==> config.mk <==
export PLATFORM = sky130hd
export DESIGN_NAME = fetch_queue
export DESIGN_NICKNAME = d
export VERILOG_FILES = /design/src/rtl/fetch_queue_pkg.sv /design/src/rtl/fetch_queue_ram.sv /design/src/rtl/fetch_queue.sv
export SDC_FILE = /design/constraint.sdc
export NUM_CORES = 1
export LEC_CHECK = 0
export CAP_MARGIN = 20
export CORE_AREA = 2 2 187 189
export DETAILED_ROUTE_END_ITERATION = 10
export DIE_AREA = 0 0 189 191
export PLACE_DENSITY = 0.9
export REMOVE_ABC_BUFFERS = 1
export SYNTH_ARGS = -nofsm -noshare
export SYNTH_HDL_FRONTEND = slang
export SYNTH_SLANG_ARGS = --single-unit
==> constraint.sdc <==
create_clock -name clk -period 2.28 [get_ports clk]
set_clock_uncertainty 0.1 [all_clocks]
set_input_delay 0.456 -clock clk [delete_from_list [all_inputs] [get_ports clk]]
set_output_delay 0.456 -clock clk [all_outputs]
set_load 0.1 [all_outputs]
==> src/rtl/fetch_queue_pkg.sv <==
// Shared types for the fetch-to-decode instruction queue: branch-prediction
// metadata, the stored queue entry, and the stale-response drop FSM states.
package fetch_queue_pkg;

    typedef struct packed {
        logic        taken;
        logic [5:0]  bhr;
        logic [31:0] btb_address;
    } predict_regs;

    typedef struct packed {
        logic [31:0] pc;
        logic [31:0] instr;
        predict_regs predict;
    } fetch_entry;

    typedef enum logic {
        FQ_RUN  = 1'b0,
        FQ_DROP = 1'b1
    } fq_state_t;

    localparam int FQ_PREDICT_W = $bits(predict_regs);
    localparam int FQ_ENTRY_W   = $bits(fetch_entry);

endpackage

==> src/rtl/fetch_queue_ram.sv <==
// Register-array storage for the fetch queue: one synchronous write port,
// one asynchronous read port, and an asynchronous clear of every entry.
module fetch_queue_ram
    import fetch_queue_pkg::*;
#(
    parameter int DEPTH = 4
) (
    input  logic                     clk,
    input  logic                     reset_n,
    input  logic                     wr_en,
    input  logic [$clog2(DEPTH)-1:0] wr_addr,
    input  fetch_entry               wr_data,
    input  logic [$clog2(DEPTH)-1:0] rd_addr,
    output fetch_entry               rd_data
);

    fetch_entry mem [DEPTH];

    // Clearing on reset keeps the head read-out at zero while the queue is empty.
    always_ff @(posedge clk or negedge reset_n) begin
        if (!reset_n) begin
            for (int i = 0; i < DEPTH; i++) begin
                mem[i] <= '0;
            end
        end else if (wr_en) begin
            mem[wr_addr] <= wr_data;
        end
    end

    assign rd_data = mem[rd_addr];

endmodule

==> src/rtl/fetch_queue.sv <==
// Instruction queue between fetch and decode; flushes on redirect and drops
// the one stale I-cache response that was still in flight at the redirect.
module fetch_queue
    import fetch_queue_pkg::*;
#(
    parameter int DEPTH = 4
) (
    input  logic                     clk,
    input  logic                     reset_n,
    input  logic                     enq_valid,
    output logic                     enq_ready,
    input  logic [31:0]              enq_pc,
    input  logic [31:0]              enq_instr,
    input  logic [38:0]              enq_predict,
    input  logic                     fetch_outstanding,
    input  logic                     flush,
    output logic                     deq_valid,
    input  logic                     deq_ready,
    output logic [31:0]              deq_pc,
    output logic [31:0]              deq_instr,
    output logic [38:0]              deq_predict,
    output logic [$clog2(DEPTH):0]   count
);

    localparam int               PTR_W      = $clog2(DEPTH);
    localparam logic [PTR_W:0]   FULL_COUNT = (PTR_W + 1)'(DEPTH);
    localparam logic [PTR_W:0]   COUNT_ONE  = (PTR_W + 1)'(1);
    localparam logic [PTR_W-1:0] PTR_ONE    = PTR_W'(1);

    logic [PTR_W-1:0] head;
    logic [PTR_W-1:0] tail;
    logic [PTR_W:0]   count_q;
    fq_state_t        state;
    fq_state_t        state_next;
    logic             enq_fire;
    logic             deq_fire;
    fetch_entry       wr_entry;
    fetch_entry       rd_entry;

    // enq_ready depends only on registered occupancy, never on deq_ready.
    assign enq_ready = (count_q != FULL_COUNT);
    assign deq_valid = (count_q != '0) && !flush;
    assign enq_fire  = enq_valid && enq_ready && (state == FQ_RUN) && !flush;
    assign deq_fire  = deq_valid && deq_ready;
    assign count     = count_q;

    always_ff @(posedge clk or negedge reset_n) begin
        if (!reset_n) begin
            head    <= '0;
            tail    <= '0;
            count_q <= '0;
        end else if (flush) begin
            head    <= '0;
            tail    <= '0;
            count_q <= '0;
        end else begin
            if (enq_fire) begin
                tail <= tail + PTR_ONE;
            end
            if (deq_fire) begin
                head <= head + PTR_ONE;
            end
            case ({enq_fire, deq_fire})
                2'b10:   count_q <= count_q + COUNT_ONE;
                2'b01:   count_q <= count_q - COUNT_ONE;
                default: count_q <= count_q;
            endcase
        end
    end

    always_ff @(posedge clk or negedge reset_n) begin
        if (!reset_n) begin
            state <= FQ_RUN;
        end else begin
            state <= state_next;
        end
    end

    // A flush with a read still in flight means the next returned beat is stale;
    // if that beat arrives in the flush cycle itself it is already killed.
    always_comb begin
        state_next = state;
        case (state)
            FQ_RUN: begin
                if (flush && fetch_outstanding && !enq_valid) begin
                    state_next = FQ_DROP;
                end
            end
            FQ_DROP: begin
                if (!flush && enq_valid) begin
                    state_next = FQ_RUN;
                end
            end
            default: state_next = FQ_RUN;
        endcase
    end

    assign wr_entry = {enq_pc, enq_instr, enq_predict};

    fetch_queue_ram #(
        .DEPTH (DEPTH)
    ) u_ram (
        .clk     (clk),
        .reset_n (reset_n),
        .wr_en   (enq_fire),
        .wr_addr (tail),
        .wr_data (wr_entry),
        .rd_addr (head),
        .rd_data (rd_entry)
    );

    assign deq_pc      = rd_entry.pc;
    assign deq_instr   = rd_entry.instr;
    assign deq_predict = rd_entry.predict;

endmodule

After elaboration in Yosys (flattened, before gate mapping)

Cells that the tools add are included.

Reductions and logical operators: 15
Equal/unequal tests: 3
Bitwise logic cells: 3
$lt $le $gt $ge: 3
$add $sub $neg: 4
Multiplexer cells: 15

Operators with widths:

| kind                                                        | count |
|---|---|
| bitwise mux 412 bit                                         | 1 |
| two-way mux 103 bit                                         | 3 |
| binary-select mux 103 bit (select 2 bit)                    | 1 |
| demux 103 bit (select 2 bit)                                | 1 |
| logical AND 1 bit                                           | 9 |
| two-way mux 2 bit                                           | 4 |
| greater-or-equal comparator 3 bit (second input constant)   | 2 |
| inverter 2 -> 3 bit                                         | 2 |
| one-hot mux 3 bit (2 select lines)                          | 1 |
| nonzero test 3 bit                                          | 2 |
| adder 2 x 1 -> 2 bit (second input constant)                | 2 |
| nonzero test 2 bit                                          | 2 |
| adder 3 x 1 -> 3 bit (second input constant)                | 1 |
| less-than comparator 3 x 1 -> 1 bit (second input constant) | 1 |
| two-way mux 3 bit                                           | 1 |
| inequality test 3 bit (second input constant)               | 1 |
| subtractor 3 x 1 -> 3 bit (second input constant)           | 1 |
| == test 2 x 1 -> 1 bit (second input constant)              | 1 |
| == test 2 bit (second input constant)                       | 1 |
| logical NOT 1 bit                                           | 2 |
| two-way mux 1 bit                                           | 2 |
| one-hot mux 1 bit (2 select lines)                          | 1 |
| inverter 1 bit                                              | 1 |

Register bits after elaboration: 420
Logic and storage cells: 67
Output and inout port bits: 108

Depth between registers and ports, before layout

Gate-level depths: netlist of run 1.

Word-level depth: 7
Depth in mapped cells: 8

By module

From an unflattened synthesis of run 1, not the netlist that was laid out.

Cell total of the unflattened synthesis: 1044
Area, all modules: 18177.4 um^2

Modules (own cells, without submodules):

| module          | cells each | seq. area each (um^2) | times used | area each (um^2) |
|---|---|---|---|---|
| fetch_queue_ram | 998        | 10309.9               | 1          | 17695.7 |
| fetch_queue     | 46         | 200.2                 | 1          | 481.7 |

Worst setup path before layout of run 1

No wires, ideal clock.

Path type: reg2out
Start: reg count_q[0] (netlist: count[0])
End: out deq_valid
Slack: -873 ps
Stages on the path, launching flop included: 4
Arrival: 2597 ps
Buffers on the path: 1
Cell sequence: dfrtp_1 -> buf_2 -> nor3_1 -> nor2_1

Cells in the longest elaborated chain, start to end: 2

RTL lines:

| item                   | line              | RTL |
|---|---|---|
| from (decl)            | fetch_queue.sv:32 | `logic [PTR_W:0] count_q;` |
| from (signal assigned) | fetch_queue.sv:64 | `2'b10: count_q <= count_q + COUNT_ONE;` |
| from (signal assigned) | fetch_queue.sv:65 | `2'b01: count_q <= count_q - COUNT_ONE;` |
| from (signal assigned) | fetch_queue.sv:66 | `default: count_q <= count_q;` |
| nonzero test 3 bit     | fetch_queue.sv:42 | `assign deq_valid = (count_q != '0) && !flush;` |
| logical AND 1 bit      | fetch_queue.sv:42 |  |
| to (decl)              | fetch_queue.sv:17 | `output logic deq_valid,` |

No other way between the ends.

Worst setup path after layout of run 1

Start: reg head[0]
End: out deq_pc[2]

Cells in the longest elaborated chain, start to end: 4

RTL lines:

| item                                                    | line                  | RTL |
|---|---|---|
| from (decl)                                             | fetch_queue.sv:30     | `logic [PTR_W-1:0] head;` |
| from (signal assigned)                                  | fetch_queue.sv:61     | `head <= head + PTR_ONE;` |
| inverter 2 -> 3 bit (implied by the code)               | fetch_queue_ram.sv:30 | `assign rd_data = mem[rd_addr];` |
| binary-select mux 103 bit (select 2 bit)                | fetch_queue_ram.sv:30 |  |
| two-way mux 103 bit (implied by the code) (2 in series) | fetch_queue_ram.sv:30 |  |
| to (decl)                                               | fetch_queue.sv:19     | `output logic [31:0] deq_pc,` |

No other way between the ends. The select of a mux whose other input is x is not followed.

==> results.cfg, run 1 <==
[yosys]
yosysWarnings = 0
yosysSeqAreaShare_pct = 57.0
synth.avg_cell_area_um2 = 17.2
ys_ff_latch = 420
netlist_area_mm2 = 0.0184
syn_inst = 1069
yosysUniqueCellTypes = 33

[grt]
grt_pass1_wl_um = 66200
grt_max_degree = 46
antenna_found_initial = 2
track_usage_pct = 23.5
grt_pass1_vias = 12100
overflow = 0

[die]
initial_core_util_pct = 54.0
ioPinCount = 217
design.die.area_mm2 = 0.0361
core-area_mm2 = 0.0341
dieHeight_um = 191
die_x_um = 189
fp-row-count = 68

[cells_and_area]
final_core_util_pct = 71.7
final_area_mm2 = 0.0245
final_cells = 1837
area.growth.synth_to_final_pct = 32.8
drive_above_1_share_pct = 48.4
fin_nets = 1465

[timing]
period_needed_ps = 2660
fin_ws_ps = -381
worstMarginPinSlew_ps = 456
totalNegativeSetupSlack_ps = -34080
slew_headroom_pct = 69.6
hold_viol_final = 0
timing.final.crit_share_pct = 117
max_freq_ghz = 0.376
finalSetupViolCount = 103
slew_violations = 0
whs_ps = 300
rsz0062_at_grt = yes

[pwr]
share_comb_of_total_power_pct = 46.3
netSwitchingFraction_pct = 38.9
ir_drop_mv = 1.08
power.total_mw = 33.1
p_per_area_mw_per_mm2 = 1350
clockPowerShare_pct = 21.4
leakage_nw = 11.1
internal_power_mw = 20.2
p_seq_share_pct = 32.3
p_sw_mw = 12.9

[cts]
clock_latency_ps = 520
clkTransAtPathRegs_ps = 60
cts_tree = yes
numCtsBuffers = 44
cts_root_buffer = clkbuf_16
clkSinkCount = 420
htree_levels = 2
clock_path_buffers = 3

[job]
drv_cap = 0

[setup_path]
end_kind = output pin
cp_max_fo = 9
cp-start-kind = register
worstPathArrival_ps = 2110
cp.required_ps = 1720
crit_type = reg -> out
rrSetupSlack_ps = 170

[hold_path]
hold_path.class = in -> async

[routing]
drcViolationCount = 0
antenna_left = 0
num_vias = 10600
dr.pass1.iters = 4
wire_per_inst_um = 23.0
routed_wl_um = 42200
first_iter_violations = 432
vias_per_cell = 5.77

[placed_design]
gp_congestion = 0.803
port_buffers = 216
place_area_mm2 = 0.0227
dpl.hpwl_um = 27300
dp_slack_ps = -214
dp.cells = 1746

[status]
violations = setup timing
status = finished with violations
## cell usage after synthesis
cell type	instances	area [µm²]
nand2b_1	3	18.8
dfrtp_1	420	10500
o21ai_0	5	25.0
a31oi_1	2	12.5
nor3_1	4	20.0
xnor2_1	4	35.0
buf_1	3	11.3
mux2_2	292	3290
nand3b_1	2	15.0
nor3b_2	1	12.5
mux2_1	120	1350
inv_1	4	15.0
fa_1	1	20.0
o211ai_1	1	7.51
nand2_1	3	11.3
o31ai_1	1	7.51
clkbuf_1	12	45.0
a21oi_1	5	25.0
o31a_1	1	8.76
o22ai_1	1	6.26
nor2_1	6	22.5
nor3_4	1	16.3
nand2_2	4	25.0
xor2_1	1	8.76
ha_1	4	50.1
nor2b_1	2	12.5
a2111oi_0	1	8.76
or3_1	1	6.26
buf_6	32	360
nand3_1	1	5.00
and3_1	1	6.26
mux4_2	103	2320
buf_2	27	135
## sequential cells by signal, indices dropped and copies added, names as in the netlist
| signal | flops |
|---|---|
| state | 1 |
| head | 2 |
| tail | 2 |
| u_ram.mem | 412 |
| count | 3 |
## path summary, 6_finish.rpt
| path | startpoint | end | cells after the start |
|---|---|---|---|
| setup / recovery | head[0] | deq_pc[2] | 4 |
| hold / removal | reset_n | u_ram.mem[333] | 2 |
| setup reg to reg | count[0] | u_ram.mem[314] | 8 |
| hold reg to reg | u_ram.mem[30] | u_ram.mem[30] | 1 |
| max in group asynchronous | reset_n | u_ram.mem[115] | 4 |
| min in group clk | u_ram.mem[30] | u_ram.mem[30] | 1 |
## cell families after synthesis
family	count (synthesis)	synth area share (%)
AO/OA/AOI/OAI	17	0.550
XOR/XNOR	5	0.238
adder cells (fa/ha/maj)	5	0.380
buffers and inverters	78	3.08
flip-flops	420	57.0
multiplexers	515	37.8
AND/OR/NAND/NOR	29	0.930
## placed cells by master, fill, tap and decap left out, types with 2 or more instances in the layout
| master | n |
|---|---|
| dfrtp_1 | 417 |
| mux2_2 | 292 |
| buf_12 | 138 |
| mux2_1 | 120 |
| clkdlybuf4s50_1 | 107 |
| mux4_2 | 103 |
| buf_4 | 50 |
| clkbuf_16 | 49 |
| clkbuf_1 | 14 |
| clkbuf_8 | 11 |
| buf_16 | 6 |
| nor2_1 | 5 |
| o21ai_0 | 5 |
| a21oi_1 | 5 |
| nor3_1 | 4 |
| inv_1 | 4 |
| nand2_4 | 4 |
| xnor2_1 | 4 |
| ha_1 | 4 |
| nand2b_1 | 3 |
| nand2_1 | 3 |
| bufinv_16 | 3 |
| buf_8 | 3 |
| nor2b_1 | 2 |
| nand3b_1 | 2 |
| a31oi_1 | 2 |
| clkinv_2 | 2 |
| dfrtp_4 | 2 |
## critical path: stages (launching register included)
cell	delay (ps)
dfrtp_4	450
buf_12	180
buf_16	170
mux4_2	580
buf_12	200
## per-layer routing
metal	up-vias	track usage, %	wire (µm)
li1	4570	-	-
met1	5677	29.7	17000
met2	290	41.0	21900
met3	68	5.01	2300
met4	2	7.15	924
met5	-	0	13
## power groups by stage
| stage | Sequential (mW) | Combinational [mW] | Clock (mW) |
|---|---|---|---|
| 2_1_floorplan | 10.5 | 9.98 | 0 |
| 3_3_place_gp | 10.5 | 14.9 | 0 |
| 3_5_place_dp | 10.8 | 15.2 | 0 |
| 4_1_cts | 10.6 | 15.4 | 7.23 |
| 5_1_grt | 10.9 | 15.8 | 7.55 |
| 6_report | 10.7 | 15.3 | 7.09 |
## repair_timing
item	CTS	global route
gates resized for setup	15	4
gates cloned	2	5
hold endpoints to repair	96	0
pin swaps	0	1
buffers inserted	5	1
endpoints found under the setup margin	103	105
hold buffers	1	0
## layout make-up
type / instances / area (µm²)
Sequential cell: 420 / 10500
Multi-Input combinational cell: 571 / 7370
Inverter: 4 / 15.0
Antenna cell: 1 / 2.50
Timing Repair Buffer: 310 / 4540
Tap cell: 455 / 569
Clock buffer: 70 / 1330
Clock inverter: 6 / 108
Fill cell: 2014 / 9660
Power figures use the tool's default switching activity.
==> run 2: changes to the inputs <==
--- a/config.mk
+++ b/config.mk
@@ -5,7 +5,7 @@
 export SDC_FILE = /design/constraint.sdc
 export NUM_CORES = 1
 export LEC_CHECK = 0
-export CAP_MARGIN = 20
+export CAP_MARGIN = 15
 export CORE_AREA = 2 2 187 189
 export DETAILED_ROUTE_END_ITERATION = 10
 export DIE_AREA = 0 0 189 191
==> results of run 2 <==
Final layout, timing and power as in run 1 (identical DEF).
